$ cat src/rtl/vga_pkg.sv
// Shared VGA constants, RGB565 field layout, colour constants and the small helpers
// used by the image-window datapath and its origin controller.
package vga_pkg;

    localparam int H_DISP = 640;
    localparam int V_DISP = 480;
    localparam int CH_W   = 10;

    localparam int R_MSB = 15;
    localparam int R_LSB = 11;
    localparam int G_MSB = 10;
    localparam int G_LSB = 5;
    localparam int B_MSB = 4;
    localparam int B_LSB = 0;

    localparam logic [3*CH_W-1:0] BLACK = '0;
    localparam logic [3*CH_W-1:0] WHITE = '1;
    localparam logic [3*CH_W-1:0] RED   = {{CH_W{1'b1}}, {(2*CH_W){1'b0}}};
    localparam logic [3*CH_W-1:0] GREEN = {{CH_W{1'b0}}, {CH_W{1'b1}}, {CH_W{1'b0}}};
    localparam logic [3*CH_W-1:0] BLUE  = {{(2*CH_W){1'b0}}, {CH_W{1'b1}}};

    typedef enum logic {DIR_POS = 1'b0, DIR_NEG = 1'b1} dir_e;

    typedef struct packed {
        logic [9:0] pos;
        dir_e       dir;
    } axis_t;

    // MSB replication keeps full scale at full scale (0x1F -> 0x3FF).
    function automatic logic [3*CH_W-1:0] rgb565_expand(input logic [15:0] w);
        logic [4:0] r;
        logic [5:0] g;
        logic [4:0] b;
        r = w[R_MSB:R_LSB];
        g = w[G_MSB:G_LSB];
        b = w[B_MSB:B_LSB];
        return {r, r, g, g[5:2], b, b};
    endfunction

    function automatic axis_t bounce_step(input axis_t cur, input logic [9:0] limit,
                                          input logic [9:0] step);
        axis_t nxt;
        nxt = cur;
        if (cur.dir == DIR_POS) begin
            if (({1'b0, cur.pos} + {1'b0, step}) >= {1'b0, limit}) begin
                nxt.pos = limit;
                nxt.dir = DIR_NEG;
            end else begin
                nxt.pos = cur.pos + step;
            end
        end else if (cur.pos <= step) begin
            nxt.pos = '0;
            nxt.dir = DIR_POS;
        end else begin
            nxt.pos = cur.pos - step;
        end
        return nxt;
    endfunction

endpackage

$ cat src/rtl/vga_image_window_if.sv
// Pixel-side bus of the image window: timing coordinates in, ROM port, DAC pixel and debug origin out.
interface vga_image_window_if #(
    parameter int ADDR_W   = 14,
    parameter int OUT_CH_W = 10
) ();
    logic [9:0]            pixel_xpos;
    logic [9:0]            pixel_ypos;
    logic                  move_en;
    logic [3*OUT_CH_W-1:0] bg_color;
    logic [3*OUT_CH_W-1:0] border_color;
    logic [ADDR_W-1:0]     rom_addr;
    logic [15:0]           rom_data;
    logic [3*OUT_CH_W-1:0] pixel_data;
    logic [9:0]            win_x0;
    logic [9:0]            win_y0;

    modport slave (
        input  pixel_xpos, pixel_ypos, move_en, bg_color, border_color, rom_data,
        output rom_addr, pixel_data, win_x0, win_y0
    );

    modport master (
        output pixel_xpos, pixel_ypos, move_en, bg_color, border_color, rom_data,
        input  rom_addr, pixel_data, win_x0, win_y0
    );
endinterface

$ cat src/rtl/vga_win_origin.sv
// Window origin controller: detects the frame start and bounces the origin once per frame
// so the window only ever moves between frames.
module vga_win_origin #(
    parameter int H_DISP = vga_pkg::H_DISP,
    parameter int V_DISP = vga_pkg::V_DISP,
    parameter int IMG_W  = 240,
    parameter int IMG_H  = 40,
    parameter int X_INIT = 100,
    parameter int Y_INIT = 50,
    parameter int STEP   = 2
) (
    input  logic       driver_clk,
    input  logic       sys_rst_n,
    input  logic [9:0] pixel_xpos_i,
    input  logic [9:0] pixel_ypos_i,
    input  logic       move_en_i,
    output logic [9:0] win_x0_o,
    output logic [9:0] win_y0_o
);
    import vga_pkg::*;

    localparam logic [9:0] X_LIMIT = 10'(H_DISP - IMG_W);
    localparam logic [9:0] Y_LIMIT = 10'(V_DISP - IMG_H);
    localparam logic [9:0] STEP_10 = 10'(STEP);

    logic  atOrigin_d, atOrigin_q;
    logic  frameStart;
    axis_t axisX_d, axisX_q;
    axis_t axisY_d, axisY_q;

    always_ff @(posedge driver_clk or negedge sys_rst_n) begin
        if (!sys_rst_n) begin
            atOrigin_q <= 1'b0;
            axisX_q    <= '{pos: 10'(X_INIT), dir: DIR_POS};
            axisY_q    <= '{pos: 10'(Y_INIT), dir: DIR_POS};
        end else begin
            atOrigin_q <= atOrigin_d;
            axisX_q    <= axisX_d;
            axisY_q    <= axisY_d;
        end
    end

    // Only the first cycle at (0,0) counts, so a driver lingering there moves the window once.
    always_comb begin
        atOrigin_d = (pixel_xpos_i == '0) && (pixel_ypos_i == '0);
        frameStart = atOrigin_d && !atOrigin_q;
        axisX_d    = axisX_q;
        axisY_d    = axisY_q;
        if (frameStart && move_en_i) begin
            axisX_d = bounce_step(axisX_q, X_LIMIT, STEP_10);
            axisY_d = bounce_step(axisY_q, Y_LIMIT, STEP_10);
        end
    end

    assign win_x0_o = axisX_q.pos;
    assign win_y0_o = axisY_q.pos;

endmodule

$ cat src/rtl/vga_image_window.sv
// Places an IMG_W x IMG_H RGB565 ROM image in a (optionally bouncing) window with a border,
// filling the rest of the active area with a background colour. Latency is 2+ROM_LAT cycles.
module vga_image_window #(
    parameter int H_DISP   = vga_pkg::H_DISP,
    parameter int V_DISP   = vga_pkg::V_DISP,
    parameter int IMG_W    = 240,
    parameter int IMG_H    = 40,
    parameter int ADDR_W   = 14,
    parameter int OUT_CH_W = vga_pkg::CH_W,
    parameter int ROM_LAT  = 1,
    parameter int X_INIT   = 100,
    parameter int Y_INIT   = 50,
    parameter int STEP     = 2,
    parameter int BORDER_W = 2
) (
    input  logic              driver_clk,
    input  logic              sys_rst_n,
    vga_image_window_if.slave bus
);
    import vga_pkg::*;

    localparam logic [10:0] H_DISP_11  = 11'(H_DISP);
    localparam logic [10:0] V_DISP_11  = 11'(V_DISP);
    localparam logic [10:0] IMG_W_11   = 11'(IMG_W);
    localparam logic [10:0] IMG_H_11   = 11'(IMG_H);
    localparam logic [10:0] BORD_11    = 11'(BORDER_W);
    localparam bit          HAS_BORDER = (BORDER_W > 0);

    logic [9:0]            winX0, winY0;
    logic [10:0]           xPos, yPos, xOrg, yOrg, xBordLo, yBordLo, xOff, yOff;
    logic                  active, inWin, inBord;
    logic [ADDR_W-1:0]     romAddr_d, romAddr_q;
    logic                  inWin_q, inBord_q;
    logic [ROM_LAT-1:0]    winPipe_q, bordPipe_q;
    logic [3*CH_W-1:0]     romRgb;
    logic [3*OUT_CH_W-1:0] pixel_d, pixel_q;

    vga_win_origin #(
        .H_DISP(H_DISP), .V_DISP(V_DISP), .IMG_W(IMG_W), .IMG_H(IMG_H),
        .X_INIT(X_INIT), .Y_INIT(Y_INIT), .STEP(STEP)
    ) u_origin (
        .driver_clk  (driver_clk),
        .sys_rst_n   (sys_rst_n),
        .pixel_xpos_i(bus.pixel_xpos),
        .pixel_ypos_i(bus.pixel_ypos),
        .move_en_i   (bus.move_en),
        .win_x0_o    (winX0),
        .win_y0_o    (winY0)
    );

    // Address is derived from coordinates every pixel, so irregular scan order cannot skew the image.
    always_comb begin
        xPos    = {1'b0, bus.pixel_xpos};
        yPos    = {1'b0, bus.pixel_ypos};
        xOrg    = {1'b0, winX0};
        yOrg    = {1'b0, winY0};
        xBordLo = (xOrg >= BORD_11) ? xOrg - BORD_11 : '0;
        yBordLo = (yOrg >= BORD_11) ? yOrg - BORD_11 : '0;
        xOff    = xPos - xOrg;
        yOff    = yPos - yOrg;
        active  = (xPos < H_DISP_11) && (yPos < V_DISP_11);
        inWin   = active && (xPos >= xOrg) && (xPos < xOrg + IMG_W_11)
                         && (yPos >= yOrg) && (yPos < yOrg + IMG_H_11);
        inBord  = HAS_BORDER && active && !inWin
                  && (xPos >= xBordLo) && (xPos < xOrg + IMG_W_11 + BORD_11)
                  && (yPos >= yBordLo) && (yPos < yOrg + IMG_H_11 + BORD_11);
        romAddr_d = inWin ? ADDR_W'(yOff) * ADDR_W'(IMG_W) + ADDR_W'(xOff) : romAddr_q;
    end

    always_comb begin
        romRgb = rgb565_expand(bus.rom_data);
        if (winPipe_q[ROM_LAT-1]) begin
            pixel_d = {romRgb[3*CH_W-1 -: OUT_CH_W], romRgb[2*CH_W-1 -: OUT_CH_W],
                       romRgb[CH_W-1 -: OUT_CH_W]};
        end else if (bordPipe_q[ROM_LAT-1]) begin
            pixel_d = bus.border_color;
        end else begin
            pixel_d = bus.bg_color;
        end
    end

    // Selects ride alongside the ROM read so they meet rom_data in the same cycle.
    always_ff @(posedge driver_clk or negedge sys_rst_n) begin
        if (!sys_rst_n) begin
            romAddr_q  <= '0;
            inWin_q    <= 1'b0;
            inBord_q   <= 1'b0;
            winPipe_q  <= '0;
            bordPipe_q <= '0;
            pixel_q    <= '0;
        end else begin
            romAddr_q     <= romAddr_d;
            inWin_q       <= inWin;
            inBord_q      <= inBord;
            winPipe_q[0]  <= inWin_q;
            bordPipe_q[0] <= inBord_q;
            for (int i = 1; i < ROM_LAT; i++) begin
                winPipe_q[i]  <= winPipe_q[i-1];
                bordPipe_q[i] <= bordPipe_q[i-1];
            end
            pixel_q <= pixel_d;
        end
    end

    assign bus.rom_addr   = romAddr_q;
    assign bus.pixel_data = pixel_q;
    assign bus.win_x0     = winX0;
    assign bus.win_y0     = winY0;

endmodule
$ cat src/flat_wrapper.sv
// flat-port wrapper written by rule: the top's interface ports become plain ports
module vga_image_window_flat import vga_pkg::*;
#(
    parameter int H_DISP   = vga_pkg::H_DISP,
    parameter int V_DISP   = vga_pkg::V_DISP,
    parameter int IMG_W    = 240,
    parameter int IMG_H    = 40,
    parameter int ADDR_W   = 14,
    parameter int OUT_CH_W = vga_pkg::CH_W,
    parameter int ROM_LAT  = 1,
    parameter int X_INIT   = 100,
    parameter int Y_INIT   = 50,
    parameter int STEP     = 2,
    parameter int BORDER_W = 2
)
  (driver_clk, sys_rst_n, bus_pixel_xpos, bus_pixel_ypos, bus_move_en, bus_bg_color, bus_border_color, bus_rom_data, bus_rom_addr, bus_pixel_data, bus_win_x0, bus_win_y0);
  vga_image_window_if #(.ADDR_W(ADDR_W), .OUT_CH_W(OUT_CH_W)) bus_i ();
  input  logic driver_clk;
  input  logic sys_rst_n;
  input wire logic [$bits(bus_i.pixel_xpos)-1:0] bus_pixel_xpos;
  input wire logic [$bits(bus_i.pixel_ypos)-1:0] bus_pixel_ypos;
  input wire logic [$bits(bus_i.move_en)-1:0] bus_move_en;
  input wire logic [$bits(bus_i.bg_color)-1:0] bus_bg_color;
  input wire logic [$bits(bus_i.border_color)-1:0] bus_border_color;
  input wire logic [$bits(bus_i.rom_data)-1:0] bus_rom_data;
  output wire logic [$bits(bus_i.rom_addr)-1:0] bus_rom_addr;
  output wire logic [$bits(bus_i.pixel_data)-1:0] bus_pixel_data;
  output wire logic [$bits(bus_i.win_x0)-1:0] bus_win_x0;
  output wire logic [$bits(bus_i.win_y0)-1:0] bus_win_y0;
  assign bus_i.pixel_xpos = bus_pixel_xpos;
  assign bus_i.pixel_ypos = bus_pixel_ypos;
  assign bus_i.move_en = bus_move_en;
  assign bus_i.bg_color = bus_bg_color;
  assign bus_i.border_color = bus_border_color;
  assign bus_i.rom_data = bus_rom_data;
  assign bus_rom_addr = bus_i.rom_addr;
  assign bus_pixel_data = bus_i.pixel_data;
  assign bus_win_x0 = bus_i.win_x0;
  assign bus_win_y0 = bus_i.win_y0;
  vga_image_window #(.H_DISP(H_DISP), .V_DISP(V_DISP), .IMG_W(IMG_W), .IMG_H(IMG_H), .ADDR_W(ADDR_W), .OUT_CH_W(OUT_CH_W), .ROM_LAT(ROM_LAT), .X_INIT(X_INIT), .Y_INIT(Y_INIT), .STEP(STEP), .BORDER_W(BORDER_W)) u_core (.driver_clk(driver_clk), .sys_rst_n(sys_rst_n), .bus(bus_i));
endmodule
$ cat config.mk
export PLATFORM = sky130hd
export DESIGN_NAME = vga_image_window_flat
export DESIGN_NICKNAME = d
export VERILOG_FILES = /design/src/rtl/vga_pkg.sv /design/src/rtl/vga_image_window_if.sv /design/src/rtl/vga_win_origin.sv /design/src/rtl/vga_image_window.sv /design/src/flat_wrapper.sv
export SDC_FILE = /design/constraint.sdc
export NUM_CORES = 1
export LEC_CHECK = 0
export ABC_CLOCK_PERIOD_IN_PS = 4700
export CAP_MARGIN = 20
export CORE_MARGIN = 3
export CORE_UTILIZATION = 35
export CTS_CLUSTER_DIAMETER = 150
export CTS_CLUSTER_SIZE = 8
export DETAILED_ROUTE_END_ITERATION = 10
export HOLD_SLACK_MARGIN = 0.03
export PLACE_DENSITY = 0.72
export SYNTH_ARGS = -nofsm -noshare
export SYNTH_HDL_FRONTEND = slang
export SYNTH_SLANG_ARGS = --single-unit
$ cat constraint.sdc
create_clock -name driver_clk -period 4.7 [get_ports driver_clk]
set_input_delay 0.94 -clock driver_clk [delete_from_list [all_inputs] [get_ports driver_clk]]
set_output_delay 0.94 -clock driver_clk [all_outputs]
set_load 0.02 [all_outputs]
==> impl_metrics.py, run 1 <==
metrics = {
    "synthesis": {
        "ys.flop_type": "dfrtp_1",
        "ys_async_sr_fraction_pct": 100,
        "synthAdderAreaFrac_pct": 19.8,
        "synth_xor_area_share_pct": 8.74,
        "synth_top_family_by_area": "simple AND/OR/NAND/NOR gates",
        "yosysWarnings": 0,
        "syn-mean-instance-area_um2": 8.11,
        "synthSimpleGateAreaFrac_pct": 20.2,
        "ys_seq_area_share_pct": 23.1,
        "syn_area_mm2": 0.00750,
        "synth_compound_gate_area_share_pct": 19.6,
        "synth_edf_count": 0,
        "yosys_register_bits": 69,
        "synth_cells": 925,
        "netlist-cell-type-count": 73,
        "muxShareOfSynthArea_pct": 1.03,
    },
    "timing": {
        "setup_viol": 1,
        "fin_skew_ns": 0.00838,
        "tns_ns": -0.115,
        "rsz0062_at_grt": "yes",
        "clock.fmax_mhz": 208,
        "slew_headroom_pct": 34.8,
        "period_share_pct": 102,
        "finalWorstSetupSlack_ns": -0.115,
        "hold_viol_final": 0,
        "final-max-slew-violation-count": 0,
        "min_period_ns": 4.81,
        "worstMarginPinSlew_ns": 0.978,
    },
    "setup_path": {
        "crit_path_end_kind": "flip-flop",
        "crit_arrival_ns": 5.05,
        "path_max_fanout": 3,
        "crit_type": "primary input to flip-flop",
        "start_kind": "primary input",
        "cp.required_ns": 4.93,
    },
    "floorplanning": {
        "start_util_pct": 36.4,
        "chipHeight_um": 152,
        "io_pins": 163,
        "die_area_mm2": 0.0232,
        "die_x_um": 152,
        "num_rows": 52,
        "core_area_mm2": 0.0206,
    },
    "clock_tree": {
        "clock-sinks": 69,
        "clockRootBuffer": "clkbuf_16",
        "cts.clk_slew.worst_paths_ns": 0.06,
        "cts_tree": "done",
        "cts_hold_buf": 0,
        "clk_latency_ns": 0.34,
        "cts_buffers": 9,
        "clk_path_buf_depth": 2,
        "cts_max_level": 3,
    },
    "power": {
        "power.static_leakage_nw": 4.63,
        "ir_worst_vdd_v": 0.000250,
        "p_per_area_mw_per_mm2": 298,
    },
    "placement": {
        "port_buffers": 160,
        "hpwl_um": 18100,
        "place_ws_ns": -1.08,
        "place_congestion": 0.954,
    },
    "flow_run": {
        "cap_violations": 0,
    },
    "cells_and_area": {
        "ff_latch_area_mm2": 0.00174,
        "drive_above_1_share_pct": 15.8,
        "antennaDiodeCount": 0,
        "fin_nets": 1348,
        "layout_common_cells": "clkdlybuf4s50_1 (155), buf_4 (93), ha_1 (89)",
        "layout_commonest_cell": "clkdlybuf4s50_1",
        "syn2layout_area_growth_pct": 40.2,
        "fillers": 1949,
        "multi_input_area_mm2": 0.00557,
    },
    "hold_path": {
        "min_path_type": "flip-flop to flip-flop",
    },
    "routing": {
        "drtAntennaViolNets": 0,
        "drt_iter0_markers": 356,
        "viasPerCell": 5.20,
        "avgRoutedWirePerCell_um": 16.1,
        "routed_wl_um": 22700,
        "drc": 0,
        "vias": 7345,
        "first_pass_iters": 5,
    },
    "global_route": {
        "grt_antenna_before_repair": 0,
        "grt_max_degree": 70,
        "grtUsageTotal_pct": 19.5,
        "first_global_vias": 7430,
        "grt_pass1_wl_um": 37600,
        "grt_remaining_overflow": 0,
    },
    "outcome": {
        "violations": "negative setup slack",
        "status": "complete, but fails checks",
    },
}
## metal layers
| metal | up-vias | part of all wire, % | track usage [%] | wire [um] |
|---|---|---|---|---|
| li1 | 3644 | - | - | - |
| met1 | 3420 | 43 | 24.9 | 9810 |
| met2 | 261 | 49 | 33.7 | 11000 |
| met3 | 20 | 6.9 | 4.12 | 1570 |
| met4 | 0 | 1.3 | 4.58 | 302 |
| met5 | - | 0 | 0 | 0 |
## through the flow
stage	utilization, %	cell area, um^2	hold WS, ns	total power, mW	std cells
2_1_floorplan	-	7680	0.331	1.60	930
3_3_place_gp	48.3	9960	0.333	2.19	1388
3_5_place_dp	48.3	9960	0.335	2.23	1388
4_1_cts	50.7	10500	0.348	3.10	1410
5_1_grt	51.0	10500	0.355	3.36	1412
6_report	51.0	10500	0.347	3.13	1412
## what timing repair did
item / in CTS / in global routing
pin swaps: 29 / 2
buffers inserted: 7 / 2
gates resized for setup: 38 / 7
setup endpoints to repair: 4 / 2
## sequential cells by signal (all words and copies together), names as in the netlist
signal / count
u_core.bus.pixel_data: 30
u_core.bus.rom_addr: 14
u_core.u_origin.win_x0_o: 9
u_core.u_origin.win_y0_o: 9
u_core.bordPipe_q: 1
u_core.inBord_q: 1
u_core.inWin_q: 1
u_core.u_origin.atOrigin_q: 1
u_core.u_origin.axisX_q: 1
u_core.u_origin.axisY_q: 1
u_core.winPipe_q: 1
## report_power, final
| group | total [mW] | internal (mW) | switching (mW) |
|---|---|---|---|
| Clock | 0.711 | 0.419 | 0.292 |
| Combinational | 1.76 | 0.987 | 0.769 |
| Sequential | 0.666 | 0.640 | 0.0257 |
## cell usage after synthesis, types with 3 or more instances
cell type	instances	share of area (%)
dfrtp_1	63	21
nor4_1	11	0.92
a221o_1	3	0.40
nor3_1	20	1.3
clkbuf_1	27	1.4
nor2b_1	51	4.3
buf_2	6	0.40
o211ai_1	5	0.50
nand3_1	20	1.3
a21oi_1	48	3.2
buf_1	4	0.20
a31oi_1	8	0.67
inv_1	69	3.5
nand4_1	8	0.67
nand2_1	73	3.7
nand2b_1	10	0.83
o21ai_0	62	4.1
a21o_1	18	1.8
nor2_1	86	4.3
o21a_1	4	0.40
and3_1	6	0.50
a211oi_1	34	3.4
or3_1	7	0.58
o22ai_1	9	0.75
xnor2_1	44	5.1
nand3b_1	3	0.30
o21ai_1	5	0.33
ha_1	101	17
dfstp_2	6	2.1
mux2i_1	4	0.53
o2111ai_1	3	0.35
fa_1	11	2.9
buf_4	20	2.0
xor2_1	22	2.6
## path summary, 6_finish.rpt
kind | cells past startpoint | to | from | slack [ns]
max | 18 | u_core.bus.rom_addr[13] | bus_pixel_ypos[1] | -0.11
min | 0 | u_core.bordPipe_q | u_core.inBord_q | 0.35
max reg2reg | 21 | u_core.bus.rom_addr[13] | u_core.u_origin.win_y0_o[1] | 0.01
min reg2reg | 0 | u_core.bordPipe_q | u_core.inBord_q | 0.35
max in group asynchronous | 1 | u_core.bordPipe_q | sys_rst_n | 3.31
min in group asynchronous | 1 | u_core.u_origin.win_y0_o[6] | sys_rst_n | 0.71
## worst max-delay path, stage by stage
cell and delay [ns]:
buf_6 0.08, inv_2 0.03, fa_2 0.40, xor2_4 0.21, fa_1 0.56, fa_1 0.46, buf_4 0.16, fa_2 0.37
nor2b_4 0.16, nor3_4 0.05, a2bb2oi_2 0.14, ha_4 0.17, buf_4 0.14, o41ai_4 0.36, nor3b_2 0.09, xnor3_1 0.35
xnor2_1 0.14, mux2_4 0.25
## cells by family after synthesis
family | Yosys count
AO/OA/AOI/OAI | 230
XOR/XNOR | 70
adder cells (fa/ha/maj) | 112
buffers and inverters | 126
flip-flops | 69
multiplexers | 7
other | 1
AND/OR/NAND/NOR | 310
## area by class of cell
cell class,count,share of cell area (%)
clock buffer,9,2.14
timing repair buffer,253,21.9
clock inverter,7,0.786
tap,270,3.21
inverter,69,2.46
multi-input combinational,735,53.0
sequential,69,16.5
Power figures use the tool's default switching activity.
==> inputs of run 2 (changes only) <==
- ABC_CLOCK_PERIOD_IN_PS: 4700 -> 5300
- CTS_BUF_LIST: default -> sky130_fd_sc_hd__clkbuf_8
- PLACE_DENSITY: 0.72 -> 0.7
- SKIP_LAST_GASP: default -> 1
- clock period: 4.7 -> 5.3 ns (I/O delays scaled with it)
==> impl_metrics.py, run 2 (same netlist as run 1, synthesis figures left out) <==
metrics = {
    "cells_and_area": {
        "drive_above_1_share_pct": 11.2,
        "largest_reg_flops": 30,
        "layout_common_cells": "clkdlybuf4s50_1 (156), ha_1 (95), nor2_1 (85)",
        "layout_commonest_cell": "clkdlybuf4s50_1",
        "fin_nets": 1314,
        "antennaDiodeCount": 0,
        "fillers": 1976,
        "fin_util_pct": 48.4,
        "stdcell_count": 1378,
        "syn2layout_area_growth_pct": 33.2,
    },
    "placement": {
        "dp.cells": 1356,
        "place_congestion": 0.901,
        "port_buffers": 160,
        "hpwl_um": 17500,
    },
    "clock_tree": {
        "clock-sinks": 69,
        "cts_buffers": 9,
        "clk_latency_ns": 0.37,
        "cts_max_level": 3,
        "cts_tree": "done",
        "clk_path_buf_depth": 2,
        "cts_hold_buf": 0,
        "cts.clk_slew.worst_paths_ns": 0.08,
        "clockRootBuffer": "clkbuf_8",
    },
    "floorplanning": {
        "die_x_um": 152,
        "core_area_mm2": 0.0206,
        "die_area_mm2": 0.0232,
        "num_rows": 52,
        "chipHeight_um": 152,
        "start_util_pct": 36.4,
        "io_pins": 163,
    },
    "routing": {
        "viasPerCell": 5.26,
        "drtAntennaViolNets": 0,
        "maxUsedRoutingLayer": "met4",
        "drc": 0,
        "drt_iter0_markers": 383,
        "first_pass_iters": 5,
        "avgRoutedWirePerCell_um": 16.1,
        "routed_wl_um": 22200,
        "met2_length_um": 10400,
        "wl_met3_um": 1450,
        "drt-met1-wl_um": 9930,
        "vias": 7243,
    },
    "hold_path": {
        "min_path_type": "flip-flop to flip-flop",
    },
    "setup_path": {
        "slowest_delay_ns": 0.58,
        "crit_path_frequent_cell": "fa_1",
        "reg2reg_slack_ns": 0.50,
        "crit_arrival_ns": 5.36,
        "cp.required_ns": 5.55,
        "crit_path_end_kind": "flip-flop",
        "crit_family": "adder cells",
        "cpMaxStageDelayCell": "fa_1",
        "cp_num_buf_inv": 3,
        "start_kind": "primary input",
        "crit_chain": "dlygate4sd2_1 -> inv_1 -> fa_2 -> buf_4 -> xor2_4 -> fa_1 -> fa_1 -> fa_1 -> nor2b_2 -> nor3_2 -> a2bb2oi_1 -> ha_2 -> nor2_1 -> nor2_1 -> o41ai_2 -> nor3b_2 -> xnor3_1 -> xnor2_1 -> mux2_4",
        "path_max_fanout": 4,
        "crit_type": "primary input to flip-flop",
    },
    "timing": {
        "fin_skew_ns": 0.0149,
        "final-max-slew-violation-count": 0,
        "period_share_pct": 96.4,
        "clock.fmax_mhz": 196,
        "hold_ws_ns": 0.355,
        "slew_headroom_pct": 33.6,
        "hold_viol_final": 0,
        "setup_viol": 0,
        "min_period_ns": 5.11,
        "worstMarginPinSlew_ns": 0.996,
    },
    "power": {
        "power.static_leakage_nw": 4.41,
        "p_total_mw": 2.46,
        "p_per_area_mw_per_mm2": 247,
        "ir_worst_vdd_v": 0.000220,
    },
    "global_route": {
        "grtUsageTotal_pct": 18.6,
        "grt_max_degree": 70,
        "grt_pass1_wl_um": 35800,
        "grt_remaining_overflow": 0,
        "grt_antenna_before_repair": 0,
        "first_global_vias": 7104,
    },
    "outcome": {
        "status": "completed",
    },
    "flow_run": {
        "cap_violations": 0,
    },
}
run 2: changes by cell type in the layout (fill, tap and decap cells not counted), sizes merged:
cell	change
buf	-35
clkdlybuf4s15	-1
clkdlybuf4s50	+1
clkinv	+2
dlymetal6s2s	+1
inv	-2
run 2: what timing repair did:
| item | CTS | global route |
|---|---|---|
| gates cloned | 0 | 0 |
| resized for setup | 24 | 16 |
| buffers inserted | 3 | 3 |
| endpoints found under the setup margin | 1 | 1 |
| pin swaps | 11 | 5 |
run 2: where the power goes:
part | switching (mW) | internal, mW
registers | 0.0209 | 0.567
logic | 0.626 | 0.800
clock network | 0.234 | 0.215
total | 0.880 | 1.58
run 2: area by class of cell:
cell class                 count  area, um^2  share of cell area, %
clock buffer                   9         124                   1.24
clock inverter                 7        67.6                  0.677
inverter                      69         259                   2.59
multi-input combinational    735        5420                   54.3
sequential                    69        1740                   17.4
tap                          270         338                   3.38
timing repair buffer         219        2040                   20.4
run 2: stage by stage:
step	TNS (ns)	area, um^2	setup slack [ns]
CTS	0	9860	0.00461
floorplan	0	7520	0.00760
global route	-0.0375	9990	-0.0375
global placement	-1.27	9560	-0.522
finish	0	9990	0.193
detailed placement	-1.72	9560	-0.667
run 2: worst paths after layout:
kind                                              from                           to  cells after the start
max                                  bus_pixel_ypos[1]      u_core.bus.rom_addr[13]                     19
min                                    u_core.inBord_q            u_core.bordPipe_q                      0
max reg2reg                u_core.u_origin.win_y0_o[1]      u_core.bus.rom_addr[13]                     20
min reg2reg                            u_core.inBord_q            u_core.bordPipe_q                      0
max in group asynchronous                    sys_rst_n            u_core.bordPipe_q                      1
min in group asynchronous                    sys_rst_n  u_core.u_origin.win_x0_o[8]                      1
run 2: metal layers:
layer / up-vias / track usage [%]
met5: - / 0
met4: 0 / 4.67
met3: 27 / 4.09
met2: 279 / 31.4
met1: 3369 / 24.1
li1: 3568 / -
